`config.mk`:
```
export PLATFORM = sky130hd
export DESIGN_NAME = sat_round_cplx
export DESIGN_NICKNAME = d
export VERILOG_FILES = /design/src/rtl/sat_round_cplx.sv
export SDC_FILE = /design/constraint.sdc
export NUM_CORES = 1
export LEC_CHECK = 0
export BUFFER_PORTS_ARGS = -buffer_cell sky130_fd_sc_hd__buf_2
export CELL_PAD_IN_SITES_DETAIL_PLACEMENT = 0
export CELL_PAD_IN_SITES_GLOBAL_PLACEMENT = 1
export CORE_UTILIZATION = 44
export DETAILED_ROUTE_END_ITERATION = 8
export HOLD_SLACK_MARGIN = 0.03
export PLACE_DENSITY = 0.78
export SLEW_MARGIN = 25
export SYNTH_ARGS = -nofsm -noshare
export SYNTH_HDL_FRONTEND = slang
export SYNTH_SLANG_ARGS = --single-unit
export TNS_END_PERCENT = 10
```
`constraint.sdc`:
```
create_clock -name clock -period 3.4 [get_ports clock]
set_clock_uncertainty 0.05 [all_clocks]
set_input_delay 0.51 -clock clock [delete_from_list [all_inputs] [get_ports clock]]
set_output_delay 0.51 -clock clock [all_outputs]
set_load 0.02 [all_outputs]
```
`src/rtl/sat_round_cplx.sv`:
```
// rtl/sat_round_cplx.sv - two-stage shift/round/saturate stage for complex FFT samples
module sat_round_cplx #(
    parameter int IN_W    = 17,
    parameter int OUT_W   = 16,
    parameter int SHIFT_W = 5,
    parameter int CNT_W   = 16
) (
    input  logic               clock,
    input  logic               reset,
    input  logic               in_valid,
    output logic               in_ready,
    input  logic [IN_W-1:0]    in_re,
    input  logic [IN_W-1:0]    in_im,
    input  logic [SHIFT_W-1:0] shift,
    input  logic [1:0]         rnd_mode,
    output logic               out_valid,
    input  logic               out_ready,
    output logic [OUT_W-1:0]   out_re,
    output logic [OUT_W-1:0]   out_im,
    output logic               out_sat,
    input  logic               clr_stats,
    output logic               sat_sticky,
    output logic [CNT_W-1:0]   sat_count
);

    localparam int MAX_SHIFT = IN_W - 1;
    localparam int TOP_W     = IN_W - OUT_W + 2;

    // Rounding modes as presented on rnd_mode.
    localparam logic [1:0] MODE_FLOOR = 2'd0;
    localparam logic [1:0] MODE_HALF_UP = 2'd1;
    localparam logic [1:0] MODE_CONVERGENT = 2'd2;

    logic               adv;
    logic [SHIFT_W-1:0] s_eff;
    logic [IN_W:0]      rnd_re;
    logic [IN_W:0]      rnd_im;
    logic [OUT_W:0]     sat_re;
    logic [OUT_W:0]     sat_im;

    logic               s1_valid;
    logic [IN_W:0]      s1_re;
    logic [IN_W:0]      s1_im;

    // Arithmetic right shift with optional rounding increment. The result is
    // one bit wider than the input so a round-up carry can never wrap.
    function automatic logic [IN_W:0] round_comp(
        input logic [IN_W-1:0]    x,
        input logic [SHIFT_W-1:0] s,
        input logic [1:0]         mode
    );
        logic signed [IN_W:0] xe;
        logic signed [IN_W:0] q;
        logic [IN_W-1:0]      bit_sel;
        logic                 r;
        logic                 t;
        logic                 inc;
        xe      = $signed({x[IN_W-1], x});
        q       = xe >>> s;
        bit_sel = '0;
        r       = 1'b0;
        t       = 1'b0;
        inc     = 1'b0;
        if (s != '0) begin
            // bit_sel marks the half-LSB position; everything below it is sticky.
            bit_sel = IN_W'(1) << (s - SHIFT_W'(1));
            r       = |(x & bit_sel);
            t       = |(x & (bit_sel - IN_W'(1)));
        end
        case (mode)
            MODE_HALF_UP:    inc = r;
            MODE_CONVERGENT: inc = r & (t | q[0]);
            default:         inc = 1'b0;
        endcase
        return q + (IN_W + 1)'(inc);
    endfunction

    // Clamp a rounded value into OUT_W bits; the MSB of the result is the
    // clamp flag. A value fits when all bits from the output sign bit upward
    // agree with the overall sign.
    function automatic logic [OUT_W:0] saturate(input logic [IN_W:0] q);
        logic fits;
        fits = (q[IN_W:OUT_W-1] == {TOP_W{q[IN_W]}});
        if (fits) begin
            return {1'b0, q[OUT_W-1:0]};
        end else if (q[IN_W]) begin
            return {1'b1, 1'b1, {(OUT_W-1){1'b0}}};
        end else begin
            return {1'b1, 1'b0, {(OUT_W-1){1'b1}}};
        end
    endfunction

    // Global pipeline advance: the whole pipe moves unless the output is stalled.
    assign adv      = !out_valid || out_ready;
    assign in_ready = adv;

    // Stage-1 combinational path: clamp the shift, then round both components.
    always_comb begin
        s_eff  = shift;
        rnd_re = '0;
        rnd_im = '0;
        if (int'(shift) > MAX_SHIFT) begin
            s_eff = SHIFT_W'(MAX_SHIFT);
        end
        rnd_re = round_comp(in_re, s_eff, rnd_mode);
        rnd_im = round_comp(in_im, s_eff, rnd_mode);
    end

    // Stage-2 combinational path: saturate the registered rounded values.
    always_comb begin
        sat_re = saturate(s1_re);
        sat_im = saturate(s1_im);
    end

    // Stage-1 register: holds rounded samples and their valid bit.
    always_ff @(posedge clock or posedge reset) begin
        if (reset) begin
            s1_valid <= 1'b0;
            s1_re    <= '0;
            s1_im    <= '0;
        end else if (adv) begin
            s1_valid <= in_valid;
            s1_re    <= rnd_re;
            s1_im    <= rnd_im;
        end
    end

    // Stage-2 register: presents saturated samples, held stable while stalled.
    always_ff @(posedge clock or posedge reset) begin
        if (reset) begin
            out_valid <= 1'b0;
            out_re    <= '0;
            out_im    <= '0;
            out_sat   <= 1'b0;
        end else if (adv) begin
            out_valid <= s1_valid;
            out_re    <= sat_re[OUT_W-1:0];
            out_im    <= sat_im[OUT_W-1:0];
            out_sat   <= sat_re[OUT_W] | sat_im[OUT_W];
        end
    end

    // Saturation statistics: counted once per transferred clamped sample,
    // clear takes priority, the counter holds at all-ones.
    always_ff @(posedge clock or posedge reset) begin
        if (reset) begin
            sat_sticky <= 1'b0;
            sat_count  <= '0;
        end else if (clr_stats) begin
            sat_sticky <= 1'b0;
            sat_count  <= '0;
        end else if (out_valid && out_ready && out_sat) begin
            sat_sticky <= 1'b1;
            if (sat_count != {CNT_W{1'b1}}) begin
                sat_count <= sat_count + CNT_W'(1);
            end
        end
    end

endmodule

```
==> qor.csv, run 1 <==
stage;metric;value;unit
outcome;outcome;finished clean;
grt;grt.total_usage;33.3;%
clock_network;hold_buffers;0;
floorplan;dieHeight;134;um
placed_design;place_congestion;1.02;
finish;layout_common_cells;buf_4, nand2_1, o21ai_0, buf_2, dfrtp_1;
grt;grt_antenna_before_repair;0;
yosys;synth-edff-count;0;
clock_network;max-clock-path-buffers;2;
yosys;syn_nets;1016;
grt;grt_first_pass_wirelength;46400;um
worst_setup_path;critPathMaxFanout;10;
yosys;synth_top_area_share;28.8;%
timing;min_period_over_period;98.9;%
timing;setup_violations;0;
worst_setup_path;worst_setup_path_end_kind;flip-flop;
clock_network;clk_pin_slew_worst_paths;0.07;ns
finish;diodes;0;
timing;fmax;298;MHz
timing;rsz0062_at_grt;true;
timing;holdWs;0.197;ns
grt;grt_pass1_vias;8061;
worst_setup_path;worstPathRequired;3.57;ns
route;wl;29700;um
worst_setup_path;crit_type;input pin to flip-flop;
finish;drive_gt1_share;33.8;%
yosys;avgSynthCellArea;7.96;um2
pwr;power.density;378;nW/um2
yosys;ys_top_cells_by_area;dfrtp_1, o21ai_0, nand2_1;
floorplan;dieArea;17900;um2
finish;design_area;10000;um2
worst_setup_path;crit_arrival;3.53;ns
yosys;ys_seq_area_share;28.8;%
placed_design;place_area;9430;um2
clock_network;clock_latency;0.33;ns
timing;hold_viol;0;
floorplan;core_area;16800;um2
timing;maxSlewHeadroom;41.6;%
timing;slew_viol_final;0;
finish;nets;1222;
route;drtIter0Drc;798;
route;routedWlPerCell;21.3;um
clock_network;cts_tree;built;
worst_setup_path;critPathTopFamily;compound AO/OA/AOI/OAI gates;
worst_setup_path;start_kind;input pin;
finish;fillers;1611;
clock_network;cts_buffers;9;
clock_network;cts_htree_levels;3;
yosys;yosys_warnings;0;
route;drc;0;
floorplan;die_x;134;um
yosys;synth_cells;960;
finish;final_common_cell;buf_4;
grt;grt_max_degree;61;
worst_setup_path;path_cells;clkbuf_4 -> buf_4 -> nor2_4 -> nand3_2 -> ha_4 -> buf_6 -> inv_6 -> xnor2_2 -> a22oi_1 -> nand2_1 -> a2111oi_4 -> nand3_1 -> o21a_1 -> ha_4 -> o221ai_4 -> and3b_2 -> nand2b_4 -> nor4b_1 -> a211o_1;
pwr;peakVddDrop;0.000259;V
floorplan;rows;47;
timing;worstMarginPinSlew;0.873;ns
grt;grt-ovfl-total;0;
pwr;p_leak;4.41;nW
route;via_per_inst;6.05;
timing;min_period;3.36;ns
worst_setup_path;worst-path-buf-inv;4;
route;vias;8421;
yosys;synth_flop_cell;dfrtp_1;
worst_setup_path;cp_slowest_cell;a2111oi_4;
yosys;async_flop_share;100;%
placed_design;place.port_buffers;97;
worst_hold_path;hp-class;input pin to async pin;
clock_network;root_buffer;clkbuf_16;
worst_setup_path;crit_top_cell;ha_4;
yosys;syn_area;7640;um2
route;postRouteAntennaNets;0;
placed_design;place.detailed.hpwl;23000;um
yosys;yosys.area.top_type;dfrtp_1;
finish;area_growth_syn_to_layout;31.5;%
floorplan;ios;98;
worst_setup_path;critical-path-max-stage-delay;0.31;ns
yosys;netlist-cell-type-count;99;
route;firstDrtPassIters;5;
run;cap_violations;0;
yosys;synth-seq-cells;88;
clock_network;cts_sinks;88;
floorplan;initial_utilization;45.6;%
## worst paths after layout
| path | startpoint | to | slack, ns | cells past startpoint |
|---|---|---|---|---|
| max in group asynchronous | reset | out_re[3] | 2.38 | 3 |
| max | shift[3] | s1_re[9] | 0.04 | 19 |
| min in group clock | in_valid | s1_valid | 0.32 | 3 |
| min | reset | out_im[7] | 0.20 | 2 |
| min reg2reg | s1_valid | s1_valid | 0.42 | 2 |
| max reg2reg | sat_count[3] | sat_count[11] | 0.78 | 8 |
## Yosys cell counts, drive strengths merged (4+ instances only)
library cell,n
a32o,4
o22ai,11
mux4,7
nor3b,12
nand2,139
mux2,11
o31a,5
inv,17
o32ai,6
nor2,86
a31oi,11
and3,10
a221o,5
nand2b,14
and3b,6
nor2b,7
a2bb2oi,5
buf,37
nand4,8
ha,10
a211o,4
a21oi,51
xor2,15
xnor2,20
a21o,5
a22oi,15
nand3,27
o21ai,111
o21a,6
o311ai,6
nand3b,5
a221oi,4
nor4,9
clkbuf,43
dfrtp,88
nor3,25
a211oi,7
o31ai,5
or2,5
or4,4
mux2i,33
or3,6
o211ai,4
## flip-flops by register name, indices dropped and copies added, names as in the netlist
| name | count |
|---|---|
| sat_count | 16 |
| sat_sticky | 1 |
| s1_valid | 1 |
| out_sat | 1 |
| s1_im | 18 |
| out_re | 16 |
| s1_re | 18 |
| out_valid | 1 |
| out_im | 16 |
## cells by family (layout without fill, tap and decap cells)
family                   count (synthesis)  count (layout)  share of synthesized area [%]
buffers and inverters                   97             308                           6.65
XOR/XNOR                                35              35                           4.01
adder cells (fa/ha/maj)                 11              11                           1.77
multiplexers                            51              51                           8.01
AND/OR/NAND/NOR                        380             380                           24.9
AO/OA/AOI/OAI                          298             298                           25.9
flip-flops                              88              88                           28.8
## metrics by stage
stage / total power, mW / instances / util [%] / TNS (ns) / setup slack [ns]
5_1_grt: 4.00 / 1391 / 59.9 / -0.735 / -0.101
3_5_place_dp: 2.74 / 1372 / 56.3 / -7.17 / -0.382
3_3_place_gp: 2.72 / 1372 / 56.3 / -7.55 / -0.408
4_1_cts: 3.77 / 1388 / 58.2 / 0 / 0.00687
6_report: 3.80 / 1391 / 59.9 / 0 / 0.0390
2_1_floorplan: 2.18 / 960 / - / -3.30 / -0.272
## layer usage
metal  GRT usage, %  part of all wire, %  vias to the layer above
li1               -                    -                     3930
met3           4.61                  6.7                       97
met4           18.1                  5.6                        0
met2           52.0                   45                      397
met1           44.7                   43                     3997
met5              0                    0                        -
## where the power goes
part           total, mW  switching (mW)  internal (mW)
combinational       1.44           0.880          0.560
sequential          1.33          0.0990           1.23
clock               1.03           0.413          0.615
total               3.80            1.39           2.41
## cell type report
type / instances / area (um2) / area share (%)
Timing Repair Buffer: 275 / 1900 / 18.9
Sequential cell: 88 / 2200 / 21.9
Multi-Input combinational cell: 775 / 5290 / 52.6
Clock inverter: 5 / 61.3 / 0.610
Inverter: 17 / 70.1 / 0.697
Clock buffer: 11 / 253 / 2.52
Tap cell: 220 / 275 / 2.74
## timing repair
item | in CTS | in global routing
gates resized for setup | 2 | 58
setup buffers | 0 | 3
setup endpoints to repair | 3 | 26
cloned | 0 | 0
pin swaps | 0 | 19
(Power assumes the default switching activity.)
==> run 2: changes to the inputs <==
Settings changed: ABC_AREA set to 1, CORE_UTILIZATION 44 to 41.
==> run 2 against run 1 <==
Effect of this change: sequential share of layout area is 2.3 points higher; via count shrank 4.1%; fmax grew 2.2%; sequential cell count did not move.
==> qor.csv, run 2 <==
stage;metric;value;unit
pwr;swShare;38.3;%
timing;slew_viol_final;0;
timing;hold_viol;0;
pwr;power;3.73;mW
finish;layout_common_cells;nand2_1, nand3_1, buf_4, nor2_1, buf_2;
worst_setup_path;crit_type;input pin to flip-flop;
worst_setup_path;r2r_cells;14;
placed_design;place.detailed.hpwl;18300;um
route;firstDrtPassIters;8;
clock_network;root_buffer;clkbuf_16;
yosys;synth-seq-cells;88;
route;wl;23700;um
run;cap_violations;0;
pwr;p_clk_share;26.9;%
worst_setup_path;cp_slowest_cell;nor2_4;
pwr;netSwitchingPower;1.43;mW
floorplan;rows;47;
pwr;p_leak;4.69;nW
worst_setup_path;worstPathRequired;3.55;ns
yosys;ys_top_cells_by_area;dfrtp_1, nand2_1, nand3_1;
grt;grt_use_met1;37.2;%
yosys;synth_common_cells;nand2_1, nand3_1, nor2_1;
worst_setup_path;crit_top_cell;nand2_1;
grt;grt.total_usage;27.3;%
clock_network;clk_pin_slew_worst_paths;0.07;ns
timing;rsz0062_at_grt;true;
clock_network;cts_htree_levels;3;
timing;fin_ws;0.113;ns
grt;gr-usage-met3;4.53;%
route;drc;0;
finish;multi_input_area;4450;um2
timing;min_period;3.29;ns
worst_setup_path;start_kind;input pin;
floorplan;dieHeight;134;um
timing;min_period_over_period;96.7;%
worst_setup_path;crit_arrival;3.44;ns
worst_setup_path;worst_setup_path_end_kind;flip-flop;
clock_network;max-clock-path-buffers;2;
route;routedWlPerCell;15.5;um
timing;maxSlewHeadroom;42.5;%
yosys;syn_area;7110;um2
clock_network;cts_buffers;9;
floorplan;die_x;134;um
outcome;outcome;finished clean;
pwr;combPwrFrac;36.8;%
route;vias;8079;
floorplan;initial_utilization;42.4;%
clock_network;hold_buffers;0;
yosys;avgSynthCellArea;6.29;um2
finish;drive_gt1_share;24.4;%
finish;final_common_cell;nand2_1;
placed_design;place_area;8530;um2
finish;diodes;0;
clock_network;cts_tree;built;
finish;seqCellArea;2200;um2
grt;grt_antenna_before_repair;0;
yosys;async_flop_share;100;%
yosys;synth_flop_cell;dfrtp_1;
finish;area_growth_syn_to_layout;27.7;%
grt;grt-ovfl-total;0;
pwr;p_int;2.30;mW
yosys;synth_cells;1130;
pwr;power.density;411;nW/um2
floorplan;dieArea;17900;um2
grt;grt_pass1_vias;7798;
grt;grt_max_degree;49;
route;via_per_inst;5.27;
grt;grtUsageMet2;44.7;%
placed_design;place_congestion;0.960;
yosys;yosysMostFrequentCell;nand2_1;
clock_network;cts_sinks;88;
grt;grt_first_pass_wirelength;38900;um
finish;largest_registers;s1_im x18, s1_re x18;
worst_hold_path;hp-class;input pin to async pin;
pwr;peakVddDrop;0.000295;V
yosys;synth-edff-count;0;
placed_design;place.port_buffers;97;
worst_setup_path;critPathMaxFanout;8;
finish;nets;1365;
pwr;power_frac_seq;36.3;%
route;postRouteAntennaNets;0;
yosys;ys_seq_area_share;31.0;%
placed_design;detailedPlace.worstSlack;-0.302;ns
finish;fillers;1753;
route;drtIter0Drc;571;
timing;fmax;304;MHz
timing;setup_violations;0;
clock_network;clock_latency;0.35;ns
timing;worstMarginPinSlew;0.861;ns
yosys;syn_nets;1186;
floorplan;core_area;16800;um2
yosys;yosys.area.top_type;dfrtp_1;
yosys;netlist-cell-type-count;41;
yosys;synth_top_area_share;31.0;%
yosys;yosys_warnings;0;
floorplan;ios;98;
grt;busiest_layer;met2;
finish;design_area;9070;um2
worst_setup_path;critical-path-max-stage-delay;0.22;ns
[run 2: cell count changes after synthesis, sizes merged, moves of 33 or more]
cell,previous run,this run
nand2,139,364
mux2i,33,0
nor2,86,128
nand3,27,226
o21ai,111,33
inv,17,106
[run 2: power groups by stage]
stage	sequential (mW)	clock [mW]	combinational [mW]
detailed placement	1.37	0	1.33
CTS	1.35	1.04	1.34
global route	1.38	1.07	1.53
finish	1.35	1.00	1.37
global placement	1.37	0	1.33
floorplan	1.52	0	0.700
[run 2: per-stage QoR]
stage | cells | utilization (%) | TNS, ns | hold WS, ns
detailed placement | 1515 | 50.9 | -7.64 | 0.387
global route | 1534 | 54.1 | -2.11 | 0.324
CTS | 1531 | 52.7 | 0 | 0.272
finish | 1534 | 54.1 | 0 | 0.260
global placement | 1515 | 50.9 | -5.77 | 0.386
floorplan | 1130 | - | 0 | 0.370
[run 2: worst max-delay path, delay by kind of cell]
| family | cells | cell delay (ns) |
|---|---|---|
| buffers and inverters | 4 | 0.31 |
| adder cells (fa/ha/maj) | 3 | 0.47 |
| AO/OA/AOI/OAI | 2 | 0.20 |
| XOR/XNOR | 1 | 0.17 |
| AND/OR/NAND/NOR | 17 | 1.76 |
[run 2: what timing repair did]
action / in CTS / in global routing
endpoints found under the setup margin: 0 / 34
setup buffers: 0 / 3
gates resized for setup: 0 / 58
[run 2: cell type report]
class	instances	share of cell area (%)
clock buffer	10	2.52
clock inverter	6	0.800
inverter	106	4.45
multi-input combinational	890	49.0
sequential	88	24.3
tap	220	3.03
timing repair buffer	214	15.9
[run 2: final timing paths]
check / start / slack [ns] / endpoint
worst max register to register: sat_count[0] / 0.79 / sat_count[9]
max in group asynchronous: reset / 2.35 / out_im[0]
min in group clock: in_valid / 0.35 / s1_valid
worst min register to register: s1_valid / 0.41 / out_valid
worst min-delay path: reset / 0.26 / sat_count[1]
worst max-delay path: shift[1] / 0.11 / s1_re[6]
[run 2: cells by family (layout without fill, tap and decap cells)]
group / count (synthesis) / count (layout) / share of synthesized area [%]
simple gates: 765 / 765 / 48.5
flops: 88 / 88 / 31.0
buf+inv: 152 / 336 / 9.09
xor+xnor: 10 / 10 / 1.23
fa+ha+maj: 10 / 10 / 1.76
compound gates: 105 / 105 / 8.38
[run 2: metal layers]
| layer | wire length [um] | part of all wire (%) | vias up |
|---|---|---|---|
| li1 | - | - | 4067 |
| met1 | 11000 | 46 | 3727 |
| met2 | 10900 | 46 | 249 |
| met3 | 1360 | 5.7 | 36 |
| met4 | 409 | 1.7 | 0 |
| met5 | 0 | 0 | - |
